===== config.mk =====
export PLATFORM = sky130hd
export DESIGN_NAME = reversible_pipe_adder
export DESIGN_NICKNAME = d
export VERILOG_FILES = /design/src/rtl/reversible_pipe_adder.sv
export SDC_FILE = /design/constraint.sdc
export NUM_CORES = 1
export LEC_CHECK = 0
export CAP_MARGIN = 15
export CORE_MARGIN = 4
export CORE_UTILIZATION = 30
export CTS_BUF_LIST = sky130_fd_sc_hd__clkbuf_16
export CTS_CLUSTER_SIZE = 25
export DETAILED_ROUTE_END_ITERATION = 8
export PLACE_DENSITY = 0.6
export SLEW_MARGIN = 20
export SYNTH_ARGS = -nofsm -noshare
export SYNTH_HDL_FRONTEND = slang
export SYNTH_SLANG_ARGS = --single-unit
export TNS_END_PERCENT = 1

===== constraint.sdc =====
create_clock -name clk -period 6.85 [get_ports clk]
set_clock_uncertainty 0.2 [all_clocks]
set_input_delay 1.0275 -clock clk [delete_from_list [all_inputs] [get_ports clk]]
set_output_delay 1.0275 -clock clk [all_outputs]
set_load 0.02 [all_outputs]

===== src/rtl/reversible_pipe_adder.sv =====
// reversible_pipe_adder
// Pipelined add/subtract unit for the MAC datapath. A WIDTH-bit operation is
// split into NSTG = WIDTH/CHUNK ripple chunks, one chunk per register stage.
// Every chunk is a ripple of reversible full-adder cells (two Peres gates per
// bit). Operand bits that have not been added yet travel with the beat and
// shrink by CHUNK bits per stage. Finished result bits grow by CHUNK bits per
// stage. The output is valid NSTG cycles after acceptance, with full
// valid/ready back-pressure.
//
// Ports:
//   clk        clock, rising edge
//   rst        synchronous active-high reset, clears all stages
//   in_valid   operand beat valid
//   in_ready   block accepts a beat this cycle (= !stall)
//   a, b       WIDTH-bit operands
//   cin        carry-in (add) / borrow-in (subtract)
//   sub        0: a+b+cin, 1: a-b-cin
//   out_valid  result beat valid
//   out_ready  downstream accepts the result beat
//   sum        WIDTH-bit result, modulo 2^WIDTH
//   cout       add: carry-out; subtract: 1 means no borrow
//   overflow   two's-complement signed overflow

module reversible_pipe_adder #(
  parameter int WIDTH = 16,
  parameter int CHUNK = 4
) (
  input  logic             clk,
  input  logic             rst,
  input  logic             in_valid,
  output logic             in_ready,
  input  logic [WIDTH-1:0] a,
  input  logic [WIDTH-1:0] b,
  input  logic             cin,
  input  logic             sub,
  output logic             out_valid,
  input  logic             out_ready,
  output logic [WIDTH-1:0] sum,
  output logic             cout,
  output logic             overflow
);

  localparam int CHUNK_SAFE = (CHUNK < 1) ? 1 : CHUNK;
  localparam int NSTG       = WIDTH / CHUNK_SAFE;

  if ((CHUNK < 1) || ((WIDTH % CHUNK_SAFE) != 0)) begin : g_badParams
    $error("reversible_pipe_adder: WIDTH must be a positive multiple of CHUNK");
  end

  // Reversible full adder: Peres(x, y, 0) gives x^y and x&y.
  // Peres(x^y, c, x&y) then gives the sum and the carry-out.
  function automatic logic [1:0] revFullAdd(input logic x, input logic y, input logic c);
    logic p1q, p1r;
    p1q = x ^ y;
    p1r = x & y;
    return {(p1q & c) ^ p1r, p1q ^ c};
  endfunction

  // One ripple chunk. It returns {carry-out, CHUNK sum bits}.
  function automatic logic [CHUNK_SAFE:0] addChunk(input logic [CHUNK_SAFE-1:0] x,
                                                   input logic [CHUNK_SAFE-1:0] y,
                                                   input logic c);
    logic [CHUNK_SAFE-1:0] s;
    logic [1:0]            fa;
    logic                  cy;
    s  = '0;
    cy = c;
    for (int i = 0; i < CHUNK_SAFE; i++) begin
      fa   = revFullAdd(x[i], y[i], cy);
      s[i] = fa[0];
      cy   = fa[1];
    end
    return {cy, s};
  endfunction

  logic             w_stall;
  logic             w_adv;
  logic [WIDTH-1:0] w_bEff;
  logic             w_cEff;

  // Subtract is implemented as a + ~b + ~cin.
  // The borrow-in becomes an inverted carry-in.
  assign w_bEff = sub ? ~b : b;
  assign w_cEff = sub ? ~cin : cin;

  // A stall freezes the whole pipe. Bubbles are not compacted.
  assign w_stall  = out_valid && !out_ready;
  assign w_adv    = !w_stall;
  assign in_ready = !w_stall;

  for (genvar k = 0; k < NSTG; k++) begin : g_stg
    localparam int REM = WIDTH - k * CHUNK_SAFE;

    logic                         w_vIn;
    logic                         w_cIn;
    logic [REM-1:0]               w_aRem;
    logic [REM-1:0]               w_bRem;
    logic [CHUNK_SAFE:0]          w_res;
    logic [(k+1)*CHUNK_SAFE-1:0]  w_sNext;
    logic                         r_valid;
    logic                         r_c;
    logic [(k+1)*CHUNK_SAFE-1:0]  r_s;

    if (k == 0) begin : g_src
      assign w_vIn   = in_valid;
      assign w_cIn   = w_cEff;
      assign w_aRem  = a;
      assign w_bRem  = w_bEff;
      assign w_sNext = w_res[CHUNK_SAFE-1:0];
    end else begin : g_src
      assign w_vIn   = g_stg[k-1].r_valid;
      assign w_cIn   = g_stg[k-1].r_c;
      assign w_aRem  = g_stg[k-1].g_fwd.r_a;
      assign w_bRem  = g_stg[k-1].g_fwd.r_b;
      assign w_sNext = {w_res[CHUNK_SAFE-1:0], g_stg[k-1].r_s};
    end

    // The lowest remaining operand bits are the chunk this stage adds.
    assign w_res = addChunk(w_aRem[CHUNK_SAFE-1:0], w_bRem[CHUNK_SAFE-1:0], w_cIn);

    always_ff @(posedge clk) begin
      if (rst) begin
        r_valid <= 1'b0;
        r_c     <= 1'b0;
        r_s     <= '0;
      end else if (w_adv) begin
        r_valid <= w_vIn;
        r_c     <= w_res[CHUNK_SAFE];
        r_s     <= w_sNext;
      end
    end

    if (k < NSTG - 1) begin : g_fwd
      logic [REM-CHUNK_SAFE-1:0] r_a;
      logic [REM-CHUNK_SAFE-1:0] r_b;

      always_ff @(posedge clk) begin
        if (rst) begin
          r_a <= '0;
          r_b <= '0;
        end else if (w_adv) begin
          r_a <= w_aRem[REM-1:CHUNK_SAFE];
          r_b <= w_bRem[REM-1:CHUNK_SAFE];
        end
      end
    end else begin : g_flag
      logic r_ov;

      // The carry into the MSB is recovered from the MSB sum bit
      // (s = a ^ b ^ carry-in). Overflow is that carry XOR the carry-out.
      always_ff @(posedge clk) begin
        if (rst) begin
          r_ov <= 1'b0;
        end else if (w_adv) begin
          r_ov <= (w_res[CHUNK_SAFE-1] ^ w_aRem[CHUNK_SAFE-1] ^ w_bRem[CHUNK_SAFE-1])
                  ^ w_res[CHUNK_SAFE];
        end
      end
    end
  end

  assign out_valid = g_stg[NSTG-1].r_valid;
  assign sum       = g_stg[NSTG-1].r_s;
  assign cout      = g_stg[NSTG-1].r_c;
  assign overflow  = g_stg[NSTG-1].g_flag.r_ov;

endmodule


* Word-level counts from Yosys, hierarchy flattened *
Cells that the tools add are included.

word-level totals
  word-level logic and storage cells = 109
  output and inout bits = 20
  register bits after elaboration = 97
  input bits = 38

operators by class
  bitwise logic cells = 85
  reductions and logical operators = 3
  multiplexer cells = 2

operators with widths
  operator           number
  1-bit bitwise XOR  51
  1-bit AND          32
  16-bit 2-to-1 mux  1
  16-bit inverter    1
  1-bit logical NOT  2
  1-bit logical AND  1
  1-bit 2-to-1 mux   1
  1-bit inverter     1

* Logic depth before layout (Yosys ltp) *
  depth after elaboration = 11
  depth in mapped cells = 10
  mapped depth without buffers = 8

* Least setup slack after synthesis *
No wires, ideal clock.

  path type = input to register
  start = input sub
  end = register g_stg[0].r_s[3]
  buffers on the path = 2
  arrival time = 3,223 ps
  slack = 3,295 ps
  required time = 6,518 ps
  setup time = 132 ps
  stages on the path = 10
  cell sequence = buf_4 buf_4 xnor2_1 fa_1 fa_1 fa_1 inv_1 fa_1 nand2_1 a21oi_1

on the way
  word-level cells in the longest chain between the ends = 9
  elaborated cells between the ends (all ways) = 16
  classes of those cells = mux: 2; bitwise: 14

RTL lines
  element                 RTL line  RTL
  start: declaration      35        input logic sub,
  16-bit 2-to-1 mux       83        assign w_bEff = sub ? ~b : b;
  1-bit bitwise XOR       54        p1q = x ^ y;
  1-bit AND               56        return {(p1q & c) ^ p1r, p1q ^ c};
  1-bit bitwise XOR       56
  1-bit AND               56
  1-bit bitwise XOR       56
  1-bit AND               56
  1-bit bitwise XOR       56
  1-bit bitwise XOR *     56
  net g_stg[0].w_res[3]   98        logic [CHUNK_SAFE:0] w_res;
  end signal: assignment  129       r_s <= w_sNext;
  end: declaration        102       logic [(k+1)*CHUNK_SAFE-1:0] r_s;

Mark *: on every way through the listed nets, which the timed path passes. The rest lies on a longest branch.
A chain may end at the register's enable or synchronous reset.

* Worst setup path after layout *
  start = input out_ready
  end = output in_ready

on the way
  word-level cells in the longest chain between the ends = 3

RTL lines
  element             RTL line  RTL
  start: declaration  37        input logic out_ready,
  1-bit logical NOT   87        assign w_stall = out_valid && !out_ready;
  1-bit logical AND   87
  1-bit logical NOT   89        assign in_ready = !w_stall;
  end: declaration    31        output logic in_ready,

No other way between the ends.

==> metrics.txt <==
Non-Filler Instances about 660; Post-Syn Nets about 500; unique cell type count in the Yosys netlist 17; cell with the most instances after synthesis nand2_1; CP Capture Type output port; final worst slack 2.43 ns; Wirelength per Cell 12.3 µm; largest net degree at the start of global routing a little under 100; simple-gate area share of the yosys netlist around 16%; later-pin clock latency in the skew report between 0.3 and 0.4 ns; Tot Pwr 1.27 mW; Post-CTS Setup Inserts 0; relative slew slack between 20% and 30%; warnings from Yosys 0; hpwl dp between 5000 and 6000 µm; fill cell count roughly 1,300; via count 2,955; minimum clock period roughly 4.4 ns; DIE HEIGHT roughly 120 µm; die area 0.0152 mm²; Syn Area/Cell between 8 and 9 µm²; Compound-Gate Fraction of Synth Area about 16%; CTS Sinks 97; Num CTS Buffers 9; core area around 0.013 mm²; IO Count 58; Placed Area 0.00458 mm²; Yosys top cell area share between 40% and 50%; Total Routing Usage GR between 10% and 20%; Final Hold Fails 0; Synth area leaders dfxtp_1 (49%), nand2_1 (14%), a21oi_1 (9.3%), fa_1 (8.1%), a211oi_2 (6.0%); P&R area growth vs syn 22.7%; number of nets in the layout 540; Synth Instances between 400 and 500; vias in the first global route 3,009; Yosys top cell by area dfxtp_1; share of cells above drive strength 1 between 7 and 8%; CP arrival approximately 3.2 ns; row count 41; worst setup path class in -> out; xor/xnor cell area share of the yosys netlist under 10%; Non-Filler Cell Area, Final slightly below 0.005 mm²; final core area utilization 38.1%; VDD IR-drop max ~0.000094 V; sequential area share after synthesis between 40% and 50%; H-tree depth 3; Max-cap violations 0; Post-CTS Resized 0; Die Width about 120 µm; post-synthesis mux area share 0%; pre-CTS setup slack 2.30 ns; flop and latch count out of synthesis 97; drt first pass iters 4; wirelength, routed between 8000 and 9000 µm; setup violators final 0; initial antenna violation count 0; largest family of logic cells by synthesized area simple AND/OR/NAND/NOR gates; Top FF cell, synth dfxtp_1; fraction of registers with async set/reset 0%; ant diodes 0; vias per cell about 4.5; DRC Markers 0; Placed Cells 647; global-route wire length before repair around 14,000 µm; Post-DRT Antenna Nets 0; clk slew on worst S/H paths about 0.060 ns; crit-path max FO about 80; Leak approximately 1.8 nW; total gr overflow 0; Post-synth EDFFs 0; final period utilization between 60 and 70%; Worst Tran Pin Value about 1.1 ns; initial core utilization slightly above 30%; Critical Path Start Type input pin; Post-synth top cells nand2_1 (148), dfxtp_1 (97), a21oi_1 (74), nor2_1 (24), a211oi_2 (19); clk buf depth 2; Critical Path RT ~5.6 ns; Hold WS 0.251 ns; status finished, final reports clean; root buf cell clkbuf_16; number of port buffers 57; Mapped Area between 0.003 and 0.004 mm²; Final TNS setup 0 ns; pwr/cell area around 260 mW/mm²; RSZ-0062 raised after global routing no; gpl congestion 0.753; maximum clock frequency around 0.23 GHz; Max Slew Vio Count 0; CTS tree yes; first-iteration detailed-routing DRC count 177; hold_buf cts 0; Post-Synth Adder-Cell Area under 10%; HP Class reg -> reg
## state kept, by name, indices dropped and copies added (netlist names)
register,cells
g_stg.g_fwd.r_a,24
g_stg.g_fwd.r_b,24
overflow,1
g_stg.r_valid,3
out_valid,1
g_stg.r_c,3
g_stg.r_s,24
cout,1
sum,16
## power breakdown
part	switching (mW)	leakage [nW]	internal, mW	total, mW
Sequential	0.0210	0.798	0.602	0.623
Clock	0.197	0.155	0.313	0.510
Combinational	0.0662	0.861	0.0675	0.134
## placed cells by master, fill, tap and decap left out
master,instances
a211oi_1,3
a211oi_2,19
a21oi_1,74
buf_4,3
bufinv_16,2
clkbuf_16,9
clkdlybuf4s50_1,56
clkinv_1,1
clkinv_2,1
dfxtp_1,97
fa_1,16
inv_1,15
inv_4,1
nand2_1,148
nor2_1,24
nor2b_4,1
xnor2_1,16
xor2_1,4
## final timing paths
path,slack (ns),to,startpoint,depth (start not counted)
min reg2reg,0.25,sum[6]$_SDFFE_PP0N_,sum[6]$_SDFFE_PP0N_,2
min,0.25,sum[6]$_SDFFE_PP0N_,sum[6]$_SDFFE_PP0N_,2
max reg2reg,3.90,overflow$_SDFFE_PP0N_,g_stg[2].g_fwd.r_a[0]$_SDFFE_PP0N_,8
max,2.43,in_ready,out_ready,5
## critical path, stage by stage
cell             delay (ns)
clkdlybuf4s50_1        0.44
nor2b_4                0.11
buf_4                  0.61
inv_4                  0.31
clkdlybuf4s50_1        0.64
## final cells by class
class	count	area, µm²	area share [%]
sequential	97	1940	39.8
multi-input combinational	305	1790	36.6
timing repair buffer	59	583	11.9
clock buffer	9	225	4.61
tap	172	215	4.41
clock inverter	6	76.3	1.56
inverter	14	55.1	1.13
## logic make-up (layout without fill, tap and decap cells)
family,Yosys count,after routing
buffers and inverters,48,88
AND/OR/NAND/NOR,173,173
AO/OA/AOI/OAI,96,96
flip-flops,97,97
adder cells (fa/ha/maj),16,16
XOR/XNOR,20,20
## layer usage
layer	global-route usage, %	routed length (µm)
met1	14.1	3750
met2	18.9	3910
met3	2.79	303
met4	5.12	168
met5	0	0
Note: power is estimated with default switching activity, not from simulation.
==> patch 1: new RTL, config.mk and constraints unchanged <==
`CHUNK`: 4 -> 2.
--- a/src/rtl/reversible_pipe_adder.sv
+++ b/src/rtl/reversible_pipe_adder.sv
@@ -23,7 +23,7 @@
 
 module reversible_pipe_adder #(
   parameter int WIDTH = 16,
-  parameter int CHUNK = 4
+  parameter int CHUNK = 2
 ) (
   input  logic             clk,
   input  logic             rst,
Check against the original RTL: not equivalent (a bounded check fails within 10 cycles, from zero or initial values and one cycle with rst high).
==> patch 1 against the unedited design <==
  * Global-route usage decreased by 1.5 points
  * Sequential cell count rose by 104
  * Final cell count increased by 90%
  * Register-to-register slack better by 0.24 ns
  * Cell area increased by 82%
  * Clock power grew 110%
  * Total power increased by 91%
  * Non-clock buffer count is 2 higher
  * Routed wire length increased by 76%
  * Area after synthesis rose by 90%
  * Critical path depth down 1
  * Sequential share of layout area rose by 5.6 points
  * Worst setup slack gained 0.056 ns
  * Largest cell class unchanged
  * Largest power group unchanged
==> patch 1: results <==
metrics = {
    "outcome": {
        "outcome": "finished, final reports clean",
    },
    "power_and_ir_drop": {
        "power_leakage_nw": 3.08,
        "switching_share": 0.220,
        "vdd.ir_drop.worst_mv": 0.158,
    },
    "worst_setup_path": {
        "crit_arrival_ns": 3.14,
        "worstPathMaxFanout": 141,
    },
    "detailed_routing": {
        "detail_route.iter0.violations": 367,
        "routed_via_density": 4.39,
        "postRouteAntennaNets": 0,
        "drt_wl_total_um": 14300,
    },
    "placed_design": {
        "gpl.final_weighted_congestion": 0.722,
        "dp_worst_setup_slack_ns": 2.52,
        "place_hpwl_um": 8020,
        "post_dp_cell_area_um2": 8210,
    },
    "final_layout": {
        "layout_top_registers": "g_stg.g_fwd.r_a: 56 flops, g_stg.g_fwd.r_b: 56 flops, g_stg.r_s: 56 flops",
        "drive_above_1_share": 0.0599,
        "fin_nets": 973,
    },
    "global_routing": {
        "via_count_of_the_first_global_routing_pass": 5187,
        "overall_routing_resource_usage": 0.0990,
        "maximum_number_of_pins_on_one_net_before_global_route_repair": 142,
        "grt_pass1_wl_um": 24200,
    },
    "yosys": {
        "post_synthesis_sequential_area_ratio": 0.533,
        "synth.top_cells.by_area": "sky130_fd_sc_hd__dfxtp_1, sky130_fd_sc_hd__nand2_1, sky130_fd_sc_hd__a21oi_1",
        "synthDominantCellAreaShare": 0.533,
        "synth_fp_nets": 956,
        "synth_cell_count_leaders": "sky130_fd_sc_hd__nand2_1, sky130_fd_sc_hd__dfxtp_1, sky130_fd_sc_hd__a21oi_1, sky130_fd_sc_hd__buf_2, sky130_fd_sc_hd__nor2_1",
    },
    "sta": {
        "max-slew-margin-rel": 0.318,
    },
    "hold_path": {
        "hp-class": "reg -> reg",
    },
    "clock_tree": {
        "clk_path_buf_depth": 3,
        "cts_root_buffer": "sky130_fd_sc_hd__clkbuf_16",
        "clk-insertion-delay-late_ns": 0.50,
        "cts_buffers": 22,
        "ctsHtreeMaxLevel": 1,
    },
}
[patch 1: logic make-up (layout without fill, tap and decap cells)]
family	Yosys count	count (layout)	synth area share
XOR/XNOR	20	20	0.0232
AND/OR/NAND/NOR	373	373	0.187
buffers and inverters	92	125	0.0585
AO/OA/AOI/OAI	200	200	0.156
adder cells (fa/ha/maj)	16	16	0.0424
flip-flops	201	201	0.533
[patch 1: through the flow]
step | power (mW) | cells
global placement | 1.36 | 1219
floorplan | 1.32 | 902
global route | 2.51 | 1259
finish | 2.41 | 1259
CTS | 2.45 | 1259
detailed placement | 1.36 | 1219
[patch 1: area by class of cell]
| class | count | area (um2) |
|---|---|---|
| inverters | 24 | 95.1 |
| multi-input cells | 609 | 3080 |
| clock inverters | 18 | 115 |
| flip-flops and latches | 201 | 4020 |
| repair buffers | 61 | 602 |
| fillers | 2668 | 15700 |
| well taps | 324 | 405 |
| clock buffers | 22 | 551 |
[patch 1: critical path: stages]
cell and delay (ns):
sky130_fd_sc_hd__clkdlybuf4s50_1 0.50, sky130_fd_sc_hd__nor2b_4 0.06, sky130_fd_sc_hd__inv_6 0.66, sky130_fd_sc_hd__clkdlybuf4s50_1 0.77
[patch 1: final timing paths]
kind / from / end / slack, ns / cells after the start
max reg2reg: out_valid$_SDFFE_PP0N_ / g_stg[2].g_fwd.r_a[7]$_SDFFE_PP0N_ / 4.14 / 5
min: g_stg[6].r_s[10]$_SDFFE_PP0N_ / g_stg[6].r_s[10]$_SDFFE_PP0N_ / 0.25 / 2
min reg2reg: g_stg[6].r_s[10]$_SDFFE_PP0N_ / g_stg[6].r_s[10]$_SDFFE_PP0N_ / 0.25 / 2
max: out_ready / in_ready / 2.49 / 4
[patch 1: power by group through the flow]
stage                     logic (mW)  registers [mW]  clock network (mW)
after floorplan               0.0742            1.25                   0
after global placement         0.109            1.25                   0
after detailed placement       0.110            1.25                   0
after CTS                      0.111            1.23                1.12
after global routing           0.124            1.23                1.16
final                          0.109            1.23                1.08
[patch 1: routing by layer]
layer	part of all wire	vias to the layer above	track usage	routed length [um]
li1	-	2924	-	-
met1	0.50	2509	0.139	7160
met2	0.44	79	0.157	6360
met3	0.037	21	0.0197	532
met4	0.019	0	0.0242	279
met5	0	-	0	0
==> patch 2: new RTL, same flow settings <==
Made on the original files. Reset style: asynchronous (`rst`), changed in 3 clocked blocks. Comments in the files are not updated.
--- a/src/rtl/reversible_pipe_adder.sv
+++ b/src/rtl/reversible_pipe_adder.sv
@@ -118,7 +118,7 @@
     // The lowest remaining operand bits are the chunk this stage adds.
     assign w_res = addChunk(w_aRem[CHUNK_SAFE-1:0], w_bRem[CHUNK_SAFE-1:0], w_cIn);
 
-    always_ff @(posedge clk) begin
+    always_ff @(posedge clk or posedge rst) begin
       if (rst) begin
         r_valid <= 1'b0;
         r_c     <= 1'b0;
@@ -134,7 +134,7 @@
       logic [REM-CHUNK_SAFE-1:0] r_a;
       logic [REM-CHUNK_SAFE-1:0] r_b;
 
-      always_ff @(posedge clk) begin
+      always_ff @(posedge clk or posedge rst) begin
         if (rst) begin
           r_a <= '0;
           r_b <= '0;
@@ -148,7 +148,7 @@
 
       // The carry into the MSB is recovered from the MSB sum bit
       // (s = a ^ b ^ carry-in). Overflow is that carry XOR the carry-out.
-      always_ff @(posedge clk) begin
+      always_ff @(posedge clk or posedge rst) begin
         if (rst) begin
           r_ov <= 1'b0;
         end else if (w_adv) begin
Function: differs if rst is asserted again (counterexample within 10 cycles, from zero or initial values and one cycle with rst high); with rst held inactive, the same outputs for 10 cycles.
==> patch 2 against the unedited design <==
  * Fmax increased by 9.4%
  * Area after synthesis increased by 16%
  * Count of clock-buffer cells in the layout unchanged
  * Worst setup slack improved by 0.38 ns
  * Sequential cell count unchanged
  * First-iteration DRC count decreased by 26%
  * Cell area increased by 13%
  * Synthesized cell count decreased by 36%
  * Routed wire length decreased by 8.6%
  * Via count decreased by 25%
Power is not compared: it rests on default switching activity, and its combinational part moved more than twofold at a synthesized area within 25%.
==> patch 2: results <==
metrics = {
    "global_routing": {
        "overall_routing_resource_usage": 0.0926,
        "via_count_of_the_first_global_routing_pass": 2498,
        "maximum_number_of_pins_on_one_net_before_global_route_repair": 83,
        "grt_pass1_wl_um": 12900,
        "antenna_violations_before_repair": 0,
    },
    "yosys": {
        "synth_warnings": 0,
        "yosys.cell_types.count": 19,
        "synth.top_cells.by_area": "sky130_fd_sc_hd__dfrtp_1, sky130_fd_sc_hd__mux2_4, sky130_fd_sc_hd__fa_1",
        "post_synthesis_sequential_area_ratio": 0.526,
        "synth_fp_nets": 342,
        "synthDominantCellAreaShare": 0.526,
        "synth_async_sr_flop_share": 1.00,
        "synth_cell_count_leaders": "sky130_fd_sc_hd__dfrtp_1, sky130_fd_sc_hd__mux2_4, sky130_fd_sc_hd__xnor2_1, sky130_fd_sc_hd__fa_1, sky130_fd_sc_hd__inv_1",
    },
    "power_and_ir_drop": {
        "vdd.ir_drop.worst_mv": 0.183,
        "power_leakage_nw": 2.46,
    },
    "worst_setup_path": {
        "worstPathMaxFanout": 40,
        "crit_arrival_ns": 2.81,
        "crit_path_top_delay_cell": "sky130_fd_sc_hd__clkdlybuf4s50_1",
        "cp_slowest_stage_delay_ns": 0.75,
    },
    "final_layout": {
        "fillerInstances": 1448,
        "drive_above_1_share": 0.332,
        "diode_count": 0,
        "fin_nets": 398,
    },
    "placed_design": {
        "place_hpwl_um": 4970,
        "gpl.final_weighted_congestion": 0.696,
        "placement.io_buffers": 57,
    },
    "clock_tree": {
        "cts_setup_buffers": 0,
        "ctsHtreeMaxLevel": 3,
        "cts_buffers": 9,
        "post_cts_resize_count": 0,
        "clk-insertion-delay-late_ns": 0.33,
    },
    "outcome": {
        "outcome": "finished, final reports clean",
    },
    "detailed_routing": {
        "detail_route.iter0.violations": 131,
        "dr.pass1.iters": 4,
        "drt_wl_total_um": 7430,
        "routed_via_density": 4.11,
    },
    "sta": {
        "worst_slew_pin_slew_ns": 0.749,
    },
}
## patch 2: per-stage QoR
step	cells	area [um2]	worst slack, ns	hold WS [ns]
finish	537	5500	2.81	0.287
global route	537	5500	2.75	0.316
floorplan	288	4610	3.09	0.235
detailed placement	521	5190	2.67	0.272
global placement	521	5190	2.69	0.254
CTS	537	5500	2.81	0.287
## patch 2: logic make-up after synthesis
family,share of synthesized area
flip-flops,0.526
AO/OA/AOI/OAI,0.0423
buffers and inverters,0.0673
multiplexers,0.225
adder cells (fa/ha/maj),0.0695
AND/OR/NAND/NOR,0.0318
XOR/XNOR,0.0380
## patch 2: final cells by class
type,count,share of cell area
multi-input combinational,161,0.341
clock inverter,7,0.0146
sequential,97,0.441
inverter,14,0.0100
tap,188,0.0428
timing repair buffer,61,0.110
clock buffer,9,0.0409
## patch 2: final timing paths
path,start,to,slack (ns),depth (start not counted)
max,out_ready,in_ready,2.81,3
min,g_stg[2].r_valid$_DFFE_PP0N_,out_valid$_DFFE_PP0N_,0.29,1
max reg2reg,g_stg[2].g_fwd.r_a[0]$_DFFE_PP0N_,overflow$_DFFE_PP0N_,3.88,8
min reg2reg,g_stg[2].r_valid$_DFFE_PP0N_,out_valid$_DFFE_PP0N_,0.29,1
max in group asynchronous,rst,g_stg[0].g_fwd.r_b[1]$_DFFE_PP0N_,4.70,3
min in group asynchronous,rst,sum[13]$_DFFE_PP0N_,0.76,2
## patch 2: routing by layer
| layer | global-route usage | part of all wire | vias up |
|---|---|---|---|
| li1 | - | - | 1059 |
| met1 | 0.137 | 0.51 | 1098 |
| met2 | 0.129 | 0.44 | 37 |
| met3 | 0.0229 | 0.027 | 11 |
| met4 | 0.0368 | 0.018 | 0 |
| met5 | 0 | 0 | - |
## patch 2: power by group
group          internal [mW]  switching, mW  total [mW]
Sequential             0.836          0.163       0.999
Clock                  0.287          0.223       0.510
Combinational          0.651          0.422        1.07
## patch 2: worst register-to-register path, cell delays in order, from the launching register on
cell and delay [ns]:
sky130_fd_sc_hd__dfrtp_1 0.41, sky130_fd_sc_hd__fa_1 0.45, sky130_fd_sc_hd__fa_1 0.39, sky130_fd_sc_hd__fa_1 0.40
sky130_fd_sc_hd__inv_1 0.09, sky130_fd_sc_hd__fa_1 0.46, sky130_fd_sc_hd__xnor2_1 0.21, sky130_fd_sc_hd__xnor2_1 0.16
sky130_fd_sc_hd__a21oi_2 0.07
